--- config.mk ---
export PLATFORM = sky130hd
export DESIGN_NAME = dff_ram_fifo_ctrl
export DESIGN_NICKNAME = d
export VERILOG_FILES = /design/src/rtl/dff_ram_pkg.sv /design/src/rtl/fifo_skid_buf2.sv /design/src/rtl/dff_ram_fifo_ctrl.sv
export SDC_FILE = /design/constraint.sdc
export NUM_CORES = 1
export LEC_CHECK = 0
export ABC_AREA = 0
export ABC_CLOCK_PERIOD_IN_PS = 11500
export CAP_MARGIN = 30
export CORE_MARGIN = 4
export CORE_UTILIZATION = 45
export CTS_BUF_LIST = sky130_fd_sc_hd__clkbuf_16
export CTS_CLUSTER_SIZE = 16
export DETAILED_ROUTE_END_ITERATION = 12
export PLACE_DENSITY = 0.87
export SLEW_MARGIN = 30
export SYNTH_ARGS = -nofsm -noshare
export SYNTH_HDL_FRONTEND = slang
export SYNTH_SLANG_ARGS = --single-unit
--- constraint.sdc ---
create_clock -name clk -period 11.5 [get_ports clk]
set_input_delay 3.45 -clock clk [delete_from_list [all_inputs] [get_ports clk]]
set_output_delay 3.45 -clock clk [all_outputs]
set_load 0.01 [all_outputs]
--- src/rtl/dff_ram_pkg.sv ---
// rtl/dff_ram_pkg.sv - shared constants and RAM access type for the dff_ram FIFO slice
package dff_ram_pkg;

    localparam int RAM_DW         = 72;
    localparam int RAM_AW         = 3;
    localparam int RAM_DEPTH      = 8;
    localparam int FIFO_LEVEL_MAX = 10;

    typedef enum logic [1:0] {
        RAM_IDLE,
        RAM_RD,
        RAM_WR
    } ram_op_t;

endpackage

--- src/rtl/fifo_skid_buf2.sv ---
// rtl/fifo_skid_buf2.sv - 2-entry output buffer that absorbs the RAM read latency
module fifo_skid_buf2 #(
    parameter int DW = 72
) (
    input  logic          clk,
    input  logic          rst_n,
    input  logic          capture,
    input  logic          pop,
    input  logic [DW-1:0] cap_data,
    output logic          valid,
    output logic [DW-1:0] data,
    output logic [1:0]    cnt
);

    logic [DW-1:0] ent0;
    logic [DW-1:0] ent1;
    logic [1:0]    cnt_q;
    logic          pop_ok;

    assign pop_ok = pop && (cnt_q != 2'd0);

    always_ff @(posedge clk or negedge rst_n) begin
        if (!rst_n) begin
            ent0  <= '0;
            ent1  <= '0;
            cnt_q <= 2'd0;
        end else begin
            case ({capture, pop_ok})
                2'b10: begin
                    if (cnt_q == 2'd0) begin
                        ent0 <= cap_data;
                    end else begin
                        ent1 <= cap_data;
                    end
                    cnt_q <= cnt_q + 2'd1;
                end
                2'b01: begin
                    ent0  <= ent1;
                    cnt_q <= cnt_q - 2'd1;
                end
                2'b11: begin
                    // The arriving word lands behind whatever survives the pop.
                    if (cnt_q == 2'd2) begin
                        ent0 <= ent1;
                        ent1 <= cap_data;
                    end else begin
                        ent0 <= cap_data;
                    end
                end
                default: ;
            endcase
        end
    end

    assign valid = (cnt_q != 2'd0);
    assign data  = ent0;
    assign cnt   = cnt_q;

endmodule

--- src/rtl/dff_ram_fifo_ctrl.sv ---
// rtl/dff_ram_fifo_ctrl.sv - valid/ready FIFO built on the single-port dff_ram_8x72
module dff_ram_fifo_ctrl
    import dff_ram_pkg::*;
#(
    parameter int DW   = RAM_DW,
    parameter int AW   = RAM_AW,
    parameter int OBUF = 2
) (
    input  logic          clk,
    input  logic          rst_n,
    input  logic          in_valid,
    output logic          in_ready,
    input  logic [DW-1:0] in_data,
    output logic          out_valid,
    input  logic          out_ready,
    output logic [DW-1:0] out_data,
    output logic [3:0]    level,
    output logic          ram_wr_n,
    output logic [AW-1:0] ram_address,
    output logic [DW-1:0] ram_wdata,
    input  logic [DW-1:0] ram_rdata
);

    localparam logic [AW-1:0] PTR_ONE = 1;
    localparam logic [AW:0]   CNT_ONE = 1;
    localparam logic [3:0]    LVL_ONE = 4'd1;

    logic [AW-1:0] wr_ptr;
    logic [AW-1:0] rd_ptr;
    logic [AW:0]   ram_cnt;
    logic          rd_inflight;
    logic [DW-1:0] wdata_q;
    logic [1:0]    obuf_cnt;

    logic          pop_now;
    logic          ram_full;
    logic          ram_empty;
    logic [2:0]    occ_next;
    logic          rd_sel;
    logic          wr_sel;
    ram_op_t       ram_op;

    assign pop_now   = out_valid && out_ready;
    // ram_cnt tops out at exactly 2**AW, so its MSB alone marks full.
    assign ram_full  = ram_cnt[AW];
    assign ram_empty = (ram_cnt == '0);
    assign occ_next  = {1'b0, obuf_cnt} + {2'b0, rd_inflight} - {2'b0, pop_now};

    // Reads win the port so the skid buffer never runs dry while the RAM holds data.
    assign rd_sel   = !ram_empty && (occ_next < 3'(OBUF));
    assign in_ready = rst_n && !rd_sel && !ram_full;
    assign wr_sel   = in_valid && in_ready;

    always_comb begin
        ram_op = RAM_IDLE;
        if (rd_sel) begin
            ram_op = RAM_RD;
        end else if (wr_sel) begin
            ram_op = RAM_WR;
        end
    end

    assign ram_wr_n    = (ram_op != RAM_WR);
    assign ram_address = (ram_op == RAM_WR) ? wr_ptr : rd_ptr;
    assign ram_wdata   = (ram_op == RAM_WR) ? in_data : wdata_q;

    always_ff @(posedge clk or negedge rst_n) begin
        if (!rst_n) begin
            wr_ptr      <= '0;
            rd_ptr      <= '0;
            ram_cnt     <= '0;
            rd_inflight <= 1'b0;
            wdata_q     <= '0;
            level       <= 4'd0;
        end else begin
            case (ram_op)
                RAM_WR: begin
                    wr_ptr  <= wr_ptr + PTR_ONE;
                    ram_cnt <= ram_cnt + CNT_ONE;
                    wdata_q <= in_data;
                end
                RAM_RD: begin
                    rd_ptr  <= rd_ptr + PTR_ONE;
                    ram_cnt <= ram_cnt - CNT_ONE;
                end
                default: ;
            endcase
            rd_inflight <= (ram_op == RAM_RD);
            level       <= level + (wr_sel ? LVL_ONE : 4'd0) - (pop_now ? LVL_ONE : 4'd0);
        end
    end

    fifo_skid_buf2 #(
        .DW(DW)
    ) u_obuf (
        .clk      (clk),
        .rst_n    (rst_n),
        .capture  (rd_inflight),
        .pop      (pop_now),
        .cap_data (ram_rdata),
        .valid    (out_valid),
        .data     (out_data),
        .cnt      (obuf_cnt)
    );

endmodule

==> results.md, run 1 <==
- Avg Cell Area, Syn: 13.3 um2
- GRT Resource Usage Total: 20.5%
- Top cell type's share of synthesized area: 60.6%
- Setup TNS: 0 ns
- Final setup violation count: 0
- Initial Utilization: 45.8%
- CTS resizes: 0
- Setup bufs post-CTS: 0
- Pin count of the biggest net entering global routing: 157
- CTS Buf Count: 25
- Number of global-route vias before repair: 7235
- Hold-fix buffers at CTS: 0
- Slew Viols, Final: 0
- Final Hold Viols: 0
- Initial antenna violation count: 0
- Post-layout net count: 1173
- Crit path max fanout: 57
- Synth area leaders: dfrtp_1, mux2_2, a221oi_1
- CTS tree: yes
- WP data arrival: 6.97 ns
- Placer congestion estimate: 0.774
- Status: finished clean
- Clk pin slew, worst setup/hold paths: 0.06 ns
- Critical path type: input pin to primary output
- Port buffer count: 301
- Clock Skews: 0.0197 ns
- Syn_nets: 884
- Clock root buffer: clkbuf_16
- Vias: 6827
- Area of the die: 0.0238 mm2
- Max_cap viols: 0
- Post-synth cell types: 30
- Detail Placement HPWL: 17.1 mm
- RSZ-0062 raised after global routing: false
- Util after Layout: 64.4%
- Worst EP required: 8.05 ns
- PwrDens: 304 mW/mm2
- Fin crit period: 10.42 ns
- Die Span Y: 154 um
- Final Cycle Share: 90.6%
- Register area share after synthesis: 60.6%
- Worst rel slew slack: 39.1%
- Worst hold start: wr_ptr[2]$_DFFE_PN0P_
- Synth-to-layout area growth: 40.7%
- R2r endpoint: ram_cnt[3]$_DFFE_PN0P_
- Comb pwr share: 47.4%
- Clock Path Buffers: 3
- Worst setup path end: ram_wdata[10]
- Synthesis warning total: 0
- TritonCTS Sinks: 233
- Peak supply drop: 0.161 mV
- Routed WL: 25.0 mm
- # IOs: 302
- Critical Path Start Type: input pin
- Max Clock Freq: 95.9 MHz
- P_leak: 5.93 nW
- Clock power share: 17.1%
- Worst Setup End Kind: primary output
- Post-route ant nets: 0
- Most frequent cell after synthesis: dfrtp_1
- Mapped Area: 0.00962 mm2
- Iter 0 DRT Violations: 362
- Vias per inst: 5.24
- HP Class: flip-flop to flip-flop
- Synth top cells by count: dfrtp_1, mux2_2, inv_1, a21oi_1, a221oi_1
- Worst r2r path cells: 15
- Worst skew pair latency: 0.52 ns
- Post-synth ARST share: 100%
- Area leader, netlist: dfrtp_1
- Synth Flop Type: dfrtp_1
- Row count: 53
- Layout cells sized above 1: 19.2%
- Die width: 154 um
- Total gr overflow: 0
- Sw Ratio: 34.2%
- Reg power frac: 35.5%
- FF+latch count, synth: 233
- # diodes: 0
- First-pass GRT wire length: 39.8 mm
- Worst setup startpoint: out_ready
- Internal reg-to-reg setup slack: 7.40 ns
- R2R Path Start: u_obuf.cnt[1]$_DFFE_PN0P_
- Number of flops mapped to enable cells by yosys: 0
- DRC viols: 0
- Core ar.: 0.0210 mm2
- Drt wl/cell: 19.2 um
- Worst-Margin Slew: 0.913 ns
- Sw Pwr: 0.00141 W
- Synthesized netlist cell count: 721
- First-pass detailed-route iteration total: 4
- Internal Power: 0.00271 W
- H-tree depth: 1
==> layout by cell type, fill, tap and decap left out, types with 2 or more instances in the layout <==
cell type          n
clkbuf_16         25
nand2_1            6
fa_1               3
buf_4              7
clkinv_1           3
a21o_1             2
mux2i_1            2
xor2_1             3
inv_1             98
clkdlybuf4s50_1  300
and3_1             2
a221oi_1          72
a21oi_1           76
xnor2_1           10
ha_1              12
mux2_2           149
dfrtp_1          233
nand3b_1           2
clkinv_2           5
nor2_1             2
==> power groups by stage <==
stage | clock (W) | sequential [W] | combinational (W)
final | 0.000707 | 0.00146 | 0.00195
after global routing | 0.000765 | 0.00151 | 0.00212
after CTS | 0.000728 | 0.00146 | 0.00198
after detailed placement | 0 | 0.00147 | 0.00197
after floorplan | 0 | 0.00148 | 0.00104
after global placement | 0 | 0.00145 | 0.00191
==> cell families after synthesis <==
family | synth area share, %
xor gates and xnor gates | 1.18
DFF | 60.6
adders and majority gates | 2.18
buffers and inverters | 6.07
and+or+nand+nor | 1.21
AOI/OAI and AO/OA | 11.1
muxes | 17.6
==> final cells by class <==
cell class | instances | area [um2]
multi-input cells | 353 | 3240
flip-flops and latches | 233 | 5830
fillers | 1539 | 7480
clock inverters | 19 | 82.6
well taps | 275 | 344
inverters | 88 | 330
repair buffers | 309 | 3090
clock buffers | 25 | 626
==> through the flow <==
step	worst slack, ns	total power [W]	hold WS (ns)	instance area [um2]	cells
floorplan	2.57	0.00252	0.439	9620	721
global placement	1.15	0.00335	0.459	12800	1258
detailed placement	1.10	0.00344	0.484	12800	1258
CTS	1.08	0.00417	0.494	13500	1302
global route	0.911	0.00440	0.506	13500	1302
finish	1.08	0.00412	0.481	13500	1302
==> worst min path at each step <==
stage / end / slack [ns] / cells after the start
2_1_floorplan: wr_ptr[2]$_DFFE_PN0P_ / 0.44 / 1
3_3_place_gp: wr_ptr[2]$_DFFE_PN0P_ / 0.46 / 1
3_5_place_dp: wdata_q[6]$_DFF_PN0_ / 0.48 / 1
4_1_cts: wr_ptr[2]$_DFFE_PN0P_ / 0.49 / 1
5_1_grt: wdata_q[49]$_DFF_PN0_ / 0.51 / 1
6_report: wr_ptr[2]$_DFFE_PN0P_ / 0.48 / 1
==> metal layers <==
metal,vias up,track usage [%],share of wire [%]
met5,-,0,0
met3,46,5.65,7.9
li1,3124,-,-
met4,0,4.71,2.5
met1,3408,26.6,41
met2,249,34.4,49
==> critical path: stages <==
cell and delay, ns:
clkdlybuf4s50_1 0.45, nand2_1 0.09, inv_1 0.16, ha_1 0.26, nand2b_1 0.15, fa_1 0.39, xnor2_1 0.21, a31oi_4 0.21
buf_4 0.60, mux2_2 0.42, clkdlybuf4s50_1 0.51
==> registers in the layout, indices dropped and copies added (netlist names) <==
register,cells
wdata_q,72
u_obuf.cnt,2
u_obuf.ent1,72
wr_ptr,3
u_obuf.data,72
ram_cnt,4
level,4
rd_ptr,3
rd_inflight,1
Power figures use the tool's default switching activity.
==> inputs of run 2 (changes only) <==
REMOVE_ABC_BUFFERS = 1   (was not set)
==> run 2 against run 1 <==
Compared with the run above:
- flip-flop and latch count unchanged
- maximum frequency rose by 1.2%
- final cell count unchanged
- critical endpoint unchanged
- critical path depth unchanged
- non-clock buffer count is 1 higher
- sequential share of layout area decreased by 0.31 points
- final area up 0.73%
- die area stayed put
- setup slack better by 0.13 ns
==> results.md, run 2 (synthesis results as in run 1) <==
- Commonest cells after routing, fill and taps aside: clkdlybuf4s50_1, dfrtp_1, mux2_2 (unchanged)
- # IOs: 302 (unchanged)
- Max Clock Freq: 97.1 MHz (was 95.9 MHz)
- Design Area, Final: 0.0136 mm2 (was 0.0135 mm2)
- Total gr overflow: 0 (unchanged)
- Clock root buffer: clkbuf_16 (unchanged)
- Critical path type: input pin to primary output (unchanged)
- CTS resizes: 0 (unchanged)
- Peak supply drop: 0.187 mV (was 0.161 mV)
- Worst r2r path cells: 16 (was 15)
- Post-route ant nets: 0 (unchanged)
- Drt wl/cell: 20.1 um (was 19.2 um)
- Worst Setup End Kind: primary output (unchanged)
- Worst-Margin Slew: 0.889 ns (was 0.913 ns)
- Initial antenna violation count: 0 (unchanged)
- Hold-fix buffers at CTS: 0 (unchanged)
- Slew Viols, Final: 0 (unchanged)
- CP max stage delay: 0.53 ns (was 0.60 ns)
- R2r endpoint: level[2]$_DFF_PN0_ (was ram_cnt[3]$_DFFE_PN0P_)
- Setup TNS: 0 ns (unchanged)
- Commonest non-fill, non-tap cell in the layout: clkdlybuf4s50_1 (unchanged)
- Final Cycle Share: 89.6% (was 90.6%)
- Max_cap viols: 0 (unchanged)
- First-pass GRT wire length: 41.4 mm (was 39.8 mm)
- Iter 0 DRT Violations: 309 (was 362)
- Clock Path Buffers: 3 (unchanged)
- Internal reg-to-reg setup slack: 7.33 ns (was 7.40 ns)
- Vias per inst: 5.30 (was 5.24)
- DRC viols: 0 (unchanged)
- Hold slack: 0.478 ns (was 0.481 ns)
- Number of global-route vias before repair: 7438 (was 7235)
- Worst rel slew slack: 40.6% (was 39.1%)
- CP most frequent cell: clkdlybuf4s50_1 (unchanged)
- CTS tree: yes (unchanged)
- Synth-to-layout area growth: 41.8% (was 40.7%)
- Clock Skews: 0.00840 ns (was 0.0197 ns)
- Die Span Y: 154 um (unchanged)
- Worst skew pair latency: 0.51 ns (was 0.52 ns)
- HP Class: flip-flop to flip-flop (unchanged)
- Vias: 6898 (was 6827)
- Area of the die: 0.0238 mm2 (unchanged)
- Crit path max fanout: 42 (was 57)
- Clk pin slew, worst setup/hold paths: 0.06 ns (about the same)
- PwrDens: 310 mW/mm2 (was 304 mW/mm2)
- Port buffer count: 301 (unchanged)
- Setup bufs post-CTS: 0 (unchanged)
- Detail Placement HPWL: 17.8 mm (was 17.1 mm)
- Core ar.: 0.0210 mm2 (unchanged)
- Post-layout net count: 1174 (was 1173)
- Status: finished clean (unchanged)
- Placer congestion estimate: 0.813 (was 0.774)
- CP delay by family, top: buffers and inverters (unchanged)
- Routed WL: 26.2 mm (was 25.0 mm)
- Worst Hold End: wr_ptr[2]$_DFFE_PN0P_ (unchanged)
- # diodes: 0 (unchanged)
- CTS Buf Count: 25 (unchanged)
- R2R Path Start: u_obuf.cnt[1]$_DFFE_PN0P_ (unchanged)
- Critical Path Start Type: input pin (unchanged)
- Crit path max-delay cell type: clkdlybuf4s50_1 (was buf_4)
- Fin crit period: 10.30 ns (was 10.42 ns)
- TritonCTS Sinks: 233 (unchanged)
- GRT Resource Usage Total: 21.5% (was 20.5%)
- WP data arrival: 6.85 ns (was 6.97 ns)
- Placed cell area: 0.0128 mm2 (about the same)
- Layout cells sized above 1: 19.6% (was 19.2%)
- Final setup violation count: 0 (unchanged)
- Initial Utilization: 45.8% (unchanged)
- Die width: 154 um (unchanged)
- First-pass detailed-route iteration total: 5 (was 4)
- CP cell instances: clkdlybuf4s50_1 -> nand2_1 -> inv_1 -> ha_1 -> nand2b_1 -> fa_1 -> xnor2_1 -> a31oi_4 -> buf_4 -> mux2_2 -> clkdlybuf4s50_1 (unchanged)
- Worst hold start: wr_ptr[2]$_DFFE_PN0P_ (unchanged)
- Worst EP required: 8.05 ns (about the same)
- H-tree depth: 1 (unchanged)
- Hold path cells: 1 (unchanged)
- RSZ-0062 raised after global routing: false (unchanged)
- Worst path bufs/invs: 4 (unchanged)
- P_leak: 5.95 nW (was 5.93 nW)
- Final Hold Viols: 0 (unchanged)
- Row count: 53 (unchanged)
- Pin count of the biggest net entering global routing: 95 (was 157)
run 2: cell count changes in the layout (fill, tap and decap cells not counted), sizes merged:
cell    change
buf         +1
inv         -7
clkinv      +2
bufinv      +4
run 2: final cells by class:
type                    instances  area (um2)
well taps                     275         344
fillers                      1561        7380
multi-input cells             353        3240
repair buffers                310        3090
inverters                      88         330
clock buffers                  25         626
flip-flops and latches        233        5830
clock inverters                18         183
run 2: report_power, final:
group          switching, W  internal (W)  total [W]
Sequential         0.000210       0.00125    0.00146
Clock              0.000319      0.000482   0.000800
Combinational      0.000901       0.00107    0.00197
run 2: worst max-delay path by stage:
stage | start | endpoint | slack (ns) | cells past startpoint
2_1_floorplan | out_ready | ram_wdata[0] | 1.56 | 8
3_5_place_dp | out_ready | ram_wdata[21] | 1.21 | 11
4_1_cts | out_ready | ram_wdata[10] | 1.19 | 11
3_3_place_gp | out_ready | ram_wdata[71] | 1.30 | 11
6_report | out_ready | ram_wdata[10] | 1.20 | 11
5_1_grt | out_ready | ram_wdata[10] | 1.05 | 11
run 2: metal layers:
| layer | track usage [%] | vias up | wire length, um |
|---|---|---|---|
| li1 | - | 3124 | - |
| met4 | 4.88 | 0 | 494 |
| met1 | 25.9 | 3468 | 10100 |
| met5 | 0 | - | 0 |
| met3 | 7.27 | 41 | 2510 |
| met2 | 37.5 | 265 | 13000 |
run 2: stage by stage:
step,utilization [%],total power [W],instances,worst slack (ns)
after floorplan,-,0.00250,674,1.56
after global placement,61.0,0.00336,1259,1.30
after detailed placement,61.1,0.00345,1259,1.21
after CTS,64.9,0.00428,1302,1.19
after global routing,64.9,0.00450,1302,1.05
final,64.9,0.00423,1302,1.20
